## config.mk

```make
export PLATFORM = sky130hd
export DESIGN_NAME = usrt_bus_ctrl
export DESIGN_NICKNAME = d
export VERILOG_FILES = /design/src/rtl/usrt_pkg.sv /design/src/rtl/usrt_wait_timer.sv /design/src/rtl/usrt_bus_ctrl.sv
export SDC_FILE = /design/constraint.sdc
export NUM_CORES = 1
export LEC_CHECK = 0
export BUFFER_PORTS_ARGS = -buffer_cell sky130_fd_sc_hd__buf_2
export CORE_MARGIN = 1.5
export CORE_UTILIZATION = 30
export CTS_BUF_LIST = sky130_fd_sc_hd__clkbuf_16
export DETAILED_ROUTE_END_ITERATION = 10
export PLACE_DENSITY_LB_ADDON = 0.08
export SYNTH_ARGS = -nofsm -noshare
export SYNTH_HDL_FRONTEND = slang
export SYNTH_SLANG_ARGS = --single-unit
```

## constraint.sdc

```tcl
create_clock -name i_Pclk -period 4.9 [get_ports i_Pclk]
set_input_delay 0.245 -clock i_Pclk [delete_from_list [all_inputs] [get_ports i_Pclk]]
set_output_delay 0.245 -clock i_Pclk [all_outputs]
set_load 0.03 [all_outputs]
```

## src/rtl/usrt_pkg.sv

```systemverilog
// Shared constants for the USRT bus controller: register addresses, FSM encoding,
// IRQ mask bit positions and the captured-request record.
package usrt_pkg;

  localparam logic [1:0] ADDR_CTRL    = 2'd0;
  localparam logic [1:0] ADDR_TXDATA  = 2'd1;
  localparam logic [1:0] ADDR_RXDATA  = 2'd2;
  localparam logic [1:0] ADDR_IRQMASK = 2'd3;

  localparam logic [1:0] ST_IDLE   = 2'd0;
  localparam logic [1:0] ST_SETUP  = 2'd1;
  localparam logic [1:0] ST_ACCESS = 2'd2;
  localparam logic [1:0] ST_WAIT   = 2'd3;

  localparam int IRQ_RX_FULL = 0;
  localparam int IRQ_TX_IDLE = 1;

  typedef struct packed {
    logic [1:0] addr;
    logic       write;
    logic [7:0] wdata;
  } req_t;

endpackage

```

## src/rtl/usrt_wait_timer.sv

```systemverilog
// Wait-state counter: clears when idle, counts while enabled and saturates at WAIT_MAX.
module usrt_wait_timer #(
  parameter int WAIT_MAX = 16
) (
  input  logic clk,
  input  logic rst,
  input  logic clr_i,
  input  logic en_i,
  output logic expired_o
);

  localparam int CW = $clog2(WAIT_MAX + 1);
  localparam logic [CW-1:0] CNT_MAX = CW'(WAIT_MAX);

  logic [CW-1:0] cnt_q;

  assign expired_o = (cnt_q == CNT_MAX);

  always_ff @(posedge clk or posedge rst) begin
    if (rst) begin
      cnt_q <= '0;
    end else if (clr_i) begin
      cnt_q <= '0;
    end else if (en_i && !expired_o) begin
      cnt_q <= cnt_q + 1'b1;
    end
  end

endmodule

```

## src/rtl/usrt_bus_ctrl.sv

```systemverilog
// APB-style slave front end for the USRT: register decode, TX wait states with timeout.
// Optional interrupt mask register and o_Irq output are built when USRT_IRQ_EN is defined.
module usrt_bus_ctrl
  import usrt_pkg::*;
#(
  parameter int WAIT_MAX = 16
) (
  input  logic       i_Pclk,
  input  logic       i_Reset,
  input  logic       i_Psel,
  input  logic       i_Enable,
  input  logic       i_Pwrite,
  input  logic [1:0] i_Paddr,
  input  logic [7:0] i_Pwdata,
  output logic [7:0] o_Prdata,
  output logic       o_Ready,
  output logic       o_Slverr,
  output logic       o_Cfg_We,
  output logic [7:0] o_Cfg_Data,
  input  logic [7:0] i_Status,
  input  logic       i_Tx_Busy,
  output logic       o_Tx_Load,
  output logic [7:0] o_Tx_Data,
  input  logic       i_Rx_Full,
  input  logic [7:0] i_Rx_Data,
  output logic       o_Rx_Ack,
`ifdef USRT_IRQ_EN
  output logic       o_Irq,
`endif
  output logic [1:0] o_Dbg_State
);

  // Handshake: a transfer is a setup cycle (Psel=1, Enable=0) followed by access
  // cycles (Psel=1, Enable=1); it completes on the edge where o_Ready=1 is seen.
  logic [1:0] state_q, state_d;
  req_t       req_q, req_d;
  logic       cfg_we_q, cfg_we_d;
  logic       tx_load_q, tx_load_d;
  logic       rx_ack_q, rx_ack_d;
  logic [7:0] cfg_data_q, tx_data_q;

  logic in_access, in_wait, is_tx_wr, stall, expired, timeout;
  logic start, ready, dec_err, slverr, ok;
  logic [7:0] rdata;

`ifdef USRT_IRQ_EN
  logic [1:0] mask_q;
  logic       irq_q;
`endif

  assign start     = i_Psel && !i_Enable;
  assign in_access = (state_q == ST_ACCESS) && i_Psel;
  assign in_wait   = (state_q == ST_WAIT) && i_Psel;
  assign is_tx_wr  = req_q.write && (req_q.addr == ADDR_TXDATA);
  assign stall     = in_access && is_tx_wr && i_Tx_Busy;
  // Timeout only counts against a still-busy transmitter, so success wins a tie.
  assign timeout   = in_wait && i_Tx_Busy && expired;
  assign ready     = (in_access && !stall) || (in_wait && (!i_Tx_Busy || expired));

  usrt_wait_timer #(.WAIT_MAX(WAIT_MAX)) u_wait_timer (
    .clk       (i_Pclk),
    .rst       (i_Reset),
    .clr_i     (!(stall || in_wait)),
    .en_i      (stall || in_wait),
    .expired_o (expired)
  );

  always_comb begin
    dec_err = 1'b0;
    rdata   = 8'h00;
    case (req_q.addr)
      ADDR_CTRL:    rdata = i_Status;
      ADDR_RXDATA: begin
        dec_err = req_q.write || !i_Rx_Full;
        rdata   = i_Rx_Full ? i_Rx_Data : 8'h00;
      end
`ifdef USRT_IRQ_EN
      ADDR_IRQMASK: rdata = {6'b0, mask_q};
`else
      ADDR_IRQMASK: dec_err = 1'b1;
`endif
      default:      rdata = 8'h00;
    endcase
  end

  assign slverr   = ready && (timeout || dec_err);
  assign ok       = ready && !slverr;
  assign o_Ready  = ready;
  assign o_Slverr = slverr;
  assign o_Prdata = (ready && !req_q.write) ? rdata : 8'h00;

  always_comb begin
    state_d = state_q;
    case (state_q)
      ST_IDLE:   if (start) state_d = ST_SETUP;
      ST_SETUP:  state_d = (i_Psel && i_Enable) ? ST_ACCESS : ST_IDLE;
      ST_ACCESS: begin
        if (!i_Psel)    state_d = ST_IDLE;
        else if (stall) state_d = ST_WAIT;
        else            state_d = start ? ST_SETUP : ST_IDLE;
      end
      ST_WAIT: begin
        if (!i_Psel)    state_d = ST_IDLE;
        else if (ready) state_d = start ? ST_SETUP : ST_IDLE;
      end
      default:   state_d = ST_IDLE;
    endcase
  end

  always_comb begin
    req_d = req_q;
    if (state_d == ST_SETUP) begin
      req_d.addr  = i_Paddr;
      req_d.write = i_Pwrite;
      req_d.wdata = i_Pwdata;
    end
  end

  assign cfg_we_d  = ok && req_q.write && (req_q.addr == ADDR_CTRL);
  assign tx_load_d = ok && req_q.write && (req_q.addr == ADDR_TXDATA);
  assign rx_ack_d  = ok && !req_q.write && (req_q.addr == ADDR_RXDATA);

  always_ff @(posedge i_Pclk or posedge i_Reset) begin
    if (i_Reset) begin
      state_q    <= ST_IDLE;
      req_q      <= '0;
      cfg_we_q   <= 1'b0;
      tx_load_q  <= 1'b0;
      rx_ack_q   <= 1'b0;
      cfg_data_q <= 8'h00;
      tx_data_q  <= 8'h00;
    end else begin
      state_q   <= state_d;
      req_q     <= req_d;
      cfg_we_q  <= cfg_we_d;
      tx_load_q <= tx_load_d;
      rx_ack_q  <= rx_ack_d;
      if (cfg_we_d)  cfg_data_q <= req_q.wdata;
      if (tx_load_d) tx_data_q  <= req_q.wdata;
    end
  end

`ifdef USRT_IRQ_EN
  always_ff @(posedge i_Pclk or posedge i_Reset) begin
    if (i_Reset) begin
      mask_q <= 2'b00;
      irq_q  <= 1'b0;
    end else begin
      if (ok && req_q.write && (req_q.addr == ADDR_IRQMASK)) mask_q <= req_q.wdata[1:0];
      irq_q <= (mask_q[IRQ_RX_FULL] & i_Rx_Full) | (mask_q[IRQ_TX_IDLE] & ~i_Tx_Busy);
    end
  end

  assign o_Irq = irq_q;
`endif

  assign o_Cfg_We    = cfg_we_q;
  assign o_Cfg_Data  = cfg_data_q;
  assign o_Tx_Load   = tx_load_q;
  assign o_Tx_Data   = tx_data_q;
  assign o_Rx_Ack    = rx_ack_q;
  assign o_Dbg_State = state_q;

endmodule

```

---- Yosys cells after proc, flatten, opt, wreduce, memory -nomap -nowiden ----
Index checks and enable logic that the tools add are counted.
operators by class
  equality and inequality tests ........... 9
  add/sub/neg operators ................... 1
  reductions and logical operators ........ 34
  muxes and demuxes ....................... 14
operator list
  operator               count
  $logic_and A1 B1 Y1    20
  $mux W8                2
  $pmux W8 S2            1
  $mux W2                6
  $mux W5                2
  $eq A2 B2 Y1 const B   4
  $pmux W2 S4            1
  $logic_not A1 Y1       7
  $eq A2 B1 Y1 const B   3
  $add A5 B1 Y5 const B  1
  $eq A5 B5 Y1 const B   1
  $logic_or A1 B1 Y1     5
  $logic_not A2 Y1       2
  $ne A2 B2 Y1 const B   1
  $pmux W1 S2            1
  $mux W1                1
word-level totals
  bits in registers ....................... 37
  input bits .............................. 33
  output and inout bits ................... 31
  logic and storage cells ................. 68

---- Longest topological paths before layout ----
Gate-level depths: netlist (run 1).
  depth in word-level cells ............... 12
  mapped depth ............................ 8
  gate-level depth less buffers ........... 6

---- Hierarchy ----
Synthesis (run 1) repeated with hierarchy kept, for this count alone.
unflattened totals
  cell total of the unflattened synthesis .. 153
  area, all modules ....................... 1791.7 um2
by module, submodules not included
  module           cells each  sequential area each (um2)  times used  area an instance (um2)
  usrt_bus_ctrl    125         800.8                       1           1507.7
  usrt_wait_timer  28          125.1                       1           284.0

---- Worst setup path after synthesis (run 1) ----
No wires, ideal clock.
  path type ............................... reg-to-output
  start ................................... register u_wait_timer.cnt_q[0]
  end ..................................... output port o_Prdata[0]
  slack ................................... 2.734 ns
  stages on the path, launching flop included .. 9
  data required time ...................... 4.655 ns
  buffers on the path ..................... 2
  arrival time ............................ 1.921 ns
  cell sequence ........................... dfrtp_1 > inv_1 > ha_1 > and4bb_1 > buf_6 > nor2_4 > or4_4 > buf_6 > nor2_1
between the ends
  longest elaborated chain between the ends .. 6
RTL lines
  element                   RTL line               source
  start: declaration        usrt_wait_timer.sv:15  logic [CW-1:0] cnt_q;
  start signal: assignment  usrt_wait_timer.sv:25  cnt_q <= cnt_q + 1'b1;
  $eq A5 B5 Y1              usrt_wait_timer.sv:17  assign expired_o = (cnt_q == CNT_MAX);
  $logic_or A1 B1 Y1        usrt_bus_ctrl.sv:58    assign ready = (in_access && !stall) || (in_wait && (!i_Tx_Busy || expired));
  $logic_and A1 B1 Y1       usrt_bus_ctrl.sv:58
  $logic_or A1 B1 Y1        usrt_bus_ctrl.sv:58
  $logic_and A1 B1 Y1       usrt_bus_ctrl.sv:90    assign o_Prdata = (ready && !req_q.write) ? rdata : 8'h00;
  $mux W8                   usrt_bus_ctrl.sv:90
  end: declaration          usrt_bus_ctrl.sv:15    output logic [7:0] o_Prdata,
Every way passes these cells.

---- Final worst setup path (run 1) ----
  start ................................... register u_wait_timer.cnt_q[0]
  end ..................................... output port o_Prdata[1]
Same word-level chain as after synthesis.

==> flow_summary.yaml, run 1 <==
floorplanning:
  die_y_um: 79.20
  start_util_pct: 31.44
  coreArea_um2: 5540
  row_count: 27
  io_pins: 64
  dieArea_um2: 6272
  die_w_um: 79.20
placement:
  hpwl_mm: 2.853
  dp_worst_setup_slack_ns: 2.721
  port-buffer-count: 63
  gp_congestion: 0.8969
global_routing:
  grt_pass1_vias: 1358
  overflow: 0
  grt_usage_pct: 13.39
  grt_max_degree: 21
  grt_pass1_wl_mm: 6.361
  antenna_found_initial: 0
setup_path:
  max_stage_delay_ns: 0.48
  start_kind: "flop"
  rr_worst_depth: 6
  timing.reg2reg.setup_slack_ns: 2.80
  crit_chain: "inv_1 > ha_1 > and4bb_1 > nor2_4 > or4_4 > nor2_1 > buf_2"
  critPathRequiredTime_ns: 4.66
  timing.rr.start: "u_wait_timer.cnt_q[0]"
  crit_family: "simple AND/OR/NAND/NOR gates"
  critical_path_class: "reg -> out"
  worst-path-buf-inv: 2
  crit_arrival_ns: 2.24
  cp_max_fo: 8
  regToRegEndpoint: "req_q[0]"
  crit_path_end_kind: "output pin"
  slowest_stage: "or4_4"
clock_tree:
  cts_buffers: 5
  cts_setup_buffers: 0
  hold_buffers: 0
  cts.sinks: 37
  cts_tree: "done"
  path_clk_slew_ns: 0.06
  clk_path_buf_depth: 2
  cts_resized: 0
  insertion_delay_ns: 0.28
  cts_max_level: 2
  cts-root-buf: "clkbuf_16"
sta:
  clock.fmax_mhz: 402.3
  hold_violations: 0
  holdWs_ns: 0.06915
  timing.final.crit_share_pct: 50.72
  skew_ns: 0.005073
  tns_ns: 0
  slew_headroom_pct: 53.99
  rsz0062_at_grt: "false"
  setup_violations: 0
  maxSlewViolCount: 0
  tightest_slew_ns: 0.6893
  min_period_ns: 2.485
  setup_ws_ns: 2.415
pwr:
  total_power_mw: 0.8839
  clockPowerShare_pct: 46.0
  pwr-share-comb_pct: 13.3
  switchingPower_mw: 0.2065
  intPower_mw: 0.6774
  power_frac_seq_pct: 40.7
  cellLeakagePower_nw: 1.178
  p_sw_share_pct: 23.36
  p_per_area_nw_per_um2: 382.7
  peakVddDrop_mv: 0.1773
routing:
  postRouteAntennaNets: 0
  wire_per_inst_um: 13.53
  drcViolationCount: 0
  vias: 1298
  routed_wl_mm: 3.856
  firstDrtPassIters: 4
  drt_iter0_markers: 74
  drt-vias-per-instance: 4.554
final_layout:
  drive_gt1_share_pct: 48.83
  n_antenna_cell: 0
  layout_commonest_cell: "buf_2"
  synthToLayoutAreaGrowth_pct: 32.62
  num-nets-final: 247
  final_cell_mix: "63 x buf_2, 37 x dfrtp_1, 26 x mux2_2"
synthesis:
  synth_area_um2: 1742
  yosysWarnings: 0
  syn_area_per_cell_um2: 11.93
  syn-instance-count: 146
  synth.area.top_cells: "dfrtp_1 53%, mux2_2 17%, nor2_1 3.4%, nor2b_1 3.2%, a21oi_1 2.9%"
  seq_area_frac_synth_pct: 53.16
  yosys.area.top_type: "dfrtp_1"
  ys_ff_latch: 37
  yosys.cell_types.count: 32
  synth_top_cell_area_share_pct: 53.16
  syn_nets: 181
outcome:
  outcome: "finished, final reports clean"
min_path:
  min_path_type: "in -> async"
job:
  cap_violations: 0
how the worst max path moves through the flow:
stage                                     start     endpoint  cells after the start
final                     u_wait_timer.cnt_q[0]  o_Prdata[1]                      7
after global routing      u_wait_timer.cnt_q[0]  o_Prdata[6]                      7
after CTS                 u_wait_timer.cnt_q[0]  o_Prdata[7]                      7
after detailed placement  u_wait_timer.cnt_q[0]  o_Prdata[7]                      7
after global placement    u_wait_timer.cnt_q[0]  o_Prdata[7]                      7
after floorplan           u_wait_timer.cnt_q[0]  o_Prdata[0]                      8
synth_stat cells:
library cell / instances
dfrtp_1: 37
mux2_2: 26
nor2_1: 16
a21oi_1: 10
nor2b_1: 9
inv_1: 7
nand2_1: 6
nand3_1: 4
buf_6: 2
clkbuf_1: 2
ha_1: 2
nor2_4: 2
nor3_1: 2
xnor2_1: 2
xor2_1: 2
a211oi_1: 1
a21o_1: 1
and2_1: 1
and4bb_1: 1
clkbuf_2: 1
mux2i_1: 1
nand2b_1: 1
nand4_1: 1
nand4b_1: 1
nor3_4: 1
nor3b_2: 1
nor4bb_1: 1
o2111ai_4: 1
o21ai_0: 1
o22ai_1: 1
o31ai_1: 1
or4_4: 1
power by group through the flow:
| stage | Combinational (mW) | Sequential [mW] | Clock [mW] |
|---|---|---|---|
| 4_1_cts | 0.120 | 0.360 | 0.422 |
| 6_report | 0.118 | 0.360 | 0.406 |
| 2_1_floorplan | 0.0626 | 0.380 | 0 |
| 3_5_place_dp | 0.119 | 0.365 | 0 |
| 3_3_place_gp | 0.117 | 0.362 | 0 |
| 5_1_grt | 0.130 | 0.366 | 0.436 |
flip-flops by register name (all words and copies together) (netlist names):
register	flops
o_Cfg_We	1
o_Tx_Data	8
o_Rx_Ack	1
o_Tx_Load	1
u_wait_timer.cnt_q	5
req_q	11
o_Dbg_State	2
o_Cfg_Data	8
stage by stage:
step,util [%],area (um^2),instances
global placement,38.26,2120,277
finish,41.69,2310,285
global route,41.69,2310,285
floorplan,-,1742,146
detailed placement,38.26,2120,277
CTS,41.69,2310,285
per-layer routing:
layer	wire, um	part of all wire, %	global-route usage [%]
met5	0	0	0
met4	29	0.75	5.263
met3	191	5.0	4.138
met2	1990	52	22.05
met1	1645	43	16.26
kinds of logic after synthesis:
| kind of cell | after synthesis | share of synthesized area, % |
|---|---|---|
| buf+inv | 12 | 3.520 |
| xor+xnor | 4 | 2.012 |
| compound gates | 16 | 6.323 |
| flops | 37 | 53.16 |
| simple gates | 48 | 16.16 |
| mux | 27 | 17.39 |
| fa+ha+maj | 2 | 1.437 |
worst register-to-register path, stage by stage (launching register included):
cell	delay (ns)
dfrtp_1	0.39
inv_1	0.10
ha_1	0.14
and4bb_1	0.44
o2111ai_4	0.18
nor2_4	0.35
mux2_2	0.38
final cells by class:
type | instances | area (um^2)
clock buffers | 5 | 125.1
clock inverters | 3 | 65.06
fillers | 552 | 3231
inverters | 7 | 26.28
multi-input cells | 97 | 754.5
flip-flops and latches | 37 | 925.9
well taps | 72 | 90.09
repair buffers | 64 | 322.8
Note: power is estimated with default switching activity, not from simulation.
==> inputs of run 2 (changes only) <==
- ABC_AREA: default -> 1
- clock period: 4.9 -> 2.2 ns (I/O delays scaled with it)
==> run 2 against run 1 <==
Effect of this change: synthesized area is 4.3% higher; worst setup slack worse by 2.2 ns; largest cell class unchanged; global-route usage is 0.27 points higher; via count is 21% higher; critical endpoint is now o_Prdata[5].
==> flow_summary.yaml, run 2 <==
final_layout:
  final_cell_mix: "63 x buf_2, 52 x nand2_1, 37 x dfrtp_1"
  synthToLayoutAreaGrowth_pct: 30.58
  drive_gt1_share_pct: 35.14
  largest_reg_flops: 11
  nFillCells: 625
  num-nets-final: 310
  n_antenna_cell: 0
  layout_commonest_cell: "buf_2"
  regMostFlops: "req_q"
clock_tree:
  path_clk_slew_ns: 0.06
  cts-root-buf: "clkbuf_16"
  cts_tree: "done"
  cts_max_level: 2
  insertion_delay_ns: 0.28
  cts_buffers: 5
  cts_setup_buffers: 0
  clk_path_buf_depth: 2
  cts.sinks: 37
global_routing:
  overflow: 0
  grt_usage_pct: 13.66
  grt_max_degree: 38
  antenna_found_initial: 0
  grt_pass1_wl_mm: 6.810
  grt_pass1_vias: 1472
synthesis:
  yosysWarnings: 0
  synth.area.top_cells: "dfrtp_1 51%, nand2_1 11%, inv_1 5.6%, o21ai_2 4.8%, nand4_1 3.8%"
  synthTopCellsByCount: "52 x nand2_1, 37 x dfrtp_1, 27 x inv_1, 15 x nor2_1, 11 x nand4_1"
  ys_ff_latch: 37
  synth_edf_count: 0
  ys.flop_type: "dfrtp_1"
  yosys.cell_types.count: 27
  yosys.area.top_type: "dfrtp_1"
  syn_area_per_cell_um2: 8.734
  synth_top_cell_area_share_pct: 50.96
  synth_area_um2: 1817
  async_flop_share_pct: 100.0
  seq_area_frac_synth_pct: 50.96
  synthMostInstantiatedCell: "nand2_1"
  syn-instance-count: 208
  syn_nets: 243
setup_path:
  max_stage_delay_ns: 0.41
  worst-path-buf-inv: 2
  cpMostUsedCell: "nand2_1"
  crit_arrival_ns: 1.88
  slowest_stage: "dfrtp_1"
  critical_path_class: "reg -> out"
  cp_max_fo: 9
  crit_family: "simple AND/OR/NAND/NOR gates"
  crit_path_end_kind: "output pin"
  start_kind: "flop"
  timing.reg2reg.setup_slack_ns: 0.34
  crit_chain: "inv_1 > ha_1 > nand3_2 > nand2_1 > nand2_1 > nand2_2 > nand2_1 > nor2_1 > buf_2"
  critPathRequiredTime_ns: 2.09
sta:
  clock.fmax_mhz: 501.4
  timing.final.crit_share_pct: 90.66
  tightest_slew_ns: 0.4937
  slew_headroom_pct: 66.97
  min_period_ns: 1.995
  maxSlewViolCount: 0
  hold_violations: 0
  setup_ws_ns: 0.2054
  skew_ns: 0.005711
  rsz0062_at_grt: "false"
  setup_violations: 0
  tns_ns: 0
placement:
  dp_worst_setup_slack_ns: 0.3195
  gp_congestion: 0.7256
  port-buffer-count: 63
  hpwl_mm: 3.091
routing:
  firstDrtPassIters: 4
  drcViolationCount: 0
  vias: 1575
  wire_per_inst_um: 11.82
  drt_iter0_markers: 56
  routed_wl_mm: 4.148
  drt-vias-per-instance: 4.487
  postRouteAntennaNets: 0
floorplanning:
  die_w_um: 80.82
  row_count: 28
  io_pins: 64
  start_util_pct: 30.87
  coreArea_um2: 5886
  dieArea_um2: 6532
  die_y_um: 80.82
outcome:
  outcome: "finished, final reports clean"
min_path:
  min_path_type: "in -> reg"
job:
  cap_violations: 0
pwr:
  cellLeakagePower_nw: 1.318
  p_per_area_nw_per_um2: 1261
  peakVddDrop_mv: 0.4933
## run 2: cell type report
cell class              instances  area [um^2]  area share (%)
inverters                      29        108.9           4.589
repair buffers                 66        340.3           14.35
well taps                      75        93.84           3.956
clock inverters                 3        46.29           1.951
multi-input cells             136        732.0           30.85
flip-flops and latches         37        925.9           39.03
clock buffers                   5        125.1           5.274
## run 2: timing repair
action / in CTS / in global routing
gates resized for setup: 0 / 0
hold endpoints to repair: 37 / 0
hold buffers: 1 / 0
## run 2: cells by family (layout without fill, tap and decap cells)
logic type,Yosys count,after routing,share of synthesized area [%]
buffers and inverters,35,103,8.746
adders and majority gates,2,2,1.377
xor gates and xnor gates,1,1,0.4822
AOI/OAI and AO/OA,34,34,12.81
DFF,37,37,50.96
and+or+nand+nor,99,99,25.62
## run 2: metal layers
layer  GRT usage (%)  part of all wire [%]  vias up
li1                -                     -      818
met2           20.42                    41       64
met4           4.655                   1.3        0
met1           18.82                    50      687
met3           3.933                   8.3        6
met5               0                     0        -
## run 2: stage by stage
| stage | hold WS, ns | util (%) | cell area, um^2 | instances | power, mW |
|---|---|---|---|---|---|
| after floorplan | 0.2586 | - | 1817 | 208 | 1.911 |
| after global placement | 0.2617 | 37.22 | 2191 | 342 | 2.193 |
| after detailed placement | 0.2594 | 37.22 | 2191 | 342 | 2.193 |
| after CTS | 0.07524 | 40.31 | 2372 | 351 | 3.037 |
| after global routing | 0.1042 | 40.31 | 2372 | 351 | 3.220 |
| final | 0.07656 | 40.31 | 2372 | 351 | 2.991 |
## run 2: final timing paths
kind,start,to,cells past startpoint
setup reg to reg,u_wait_timer.cnt_q[0],req_q[10],11
hold reg to reg,req_q[5],req_q[5],2
max in group asynchronous,i_Reset,o_Dbg_State[0],4
hold / removal,i_Pwdata[6],req_q[6],3
setup / recovery,u_wait_timer.cnt_q[0],o_Prdata[5],9
min in group asynchronous,i_Reset,u_wait_timer.cnt_q[1],4
## run 2: worst register-to-register path: stages (launching register included)
cell and delay, ns:
dfrtp_1 0.41, inv_1 0.07, ha_1 0.15, nand3_2 0.13
nand2_1 0.08, nand2_1 0.06, nand2_2 0.14, nand2_2 0.08
nand2_2 0.19, nand3_2 0.25, nand2_1 0.14, nand2_1 0.05
## run 2: power breakdown
group	internal (mW)	switching [mW]
combinational	0.343	0.779
sequential	0.901	0.146
clock	0.536	0.285
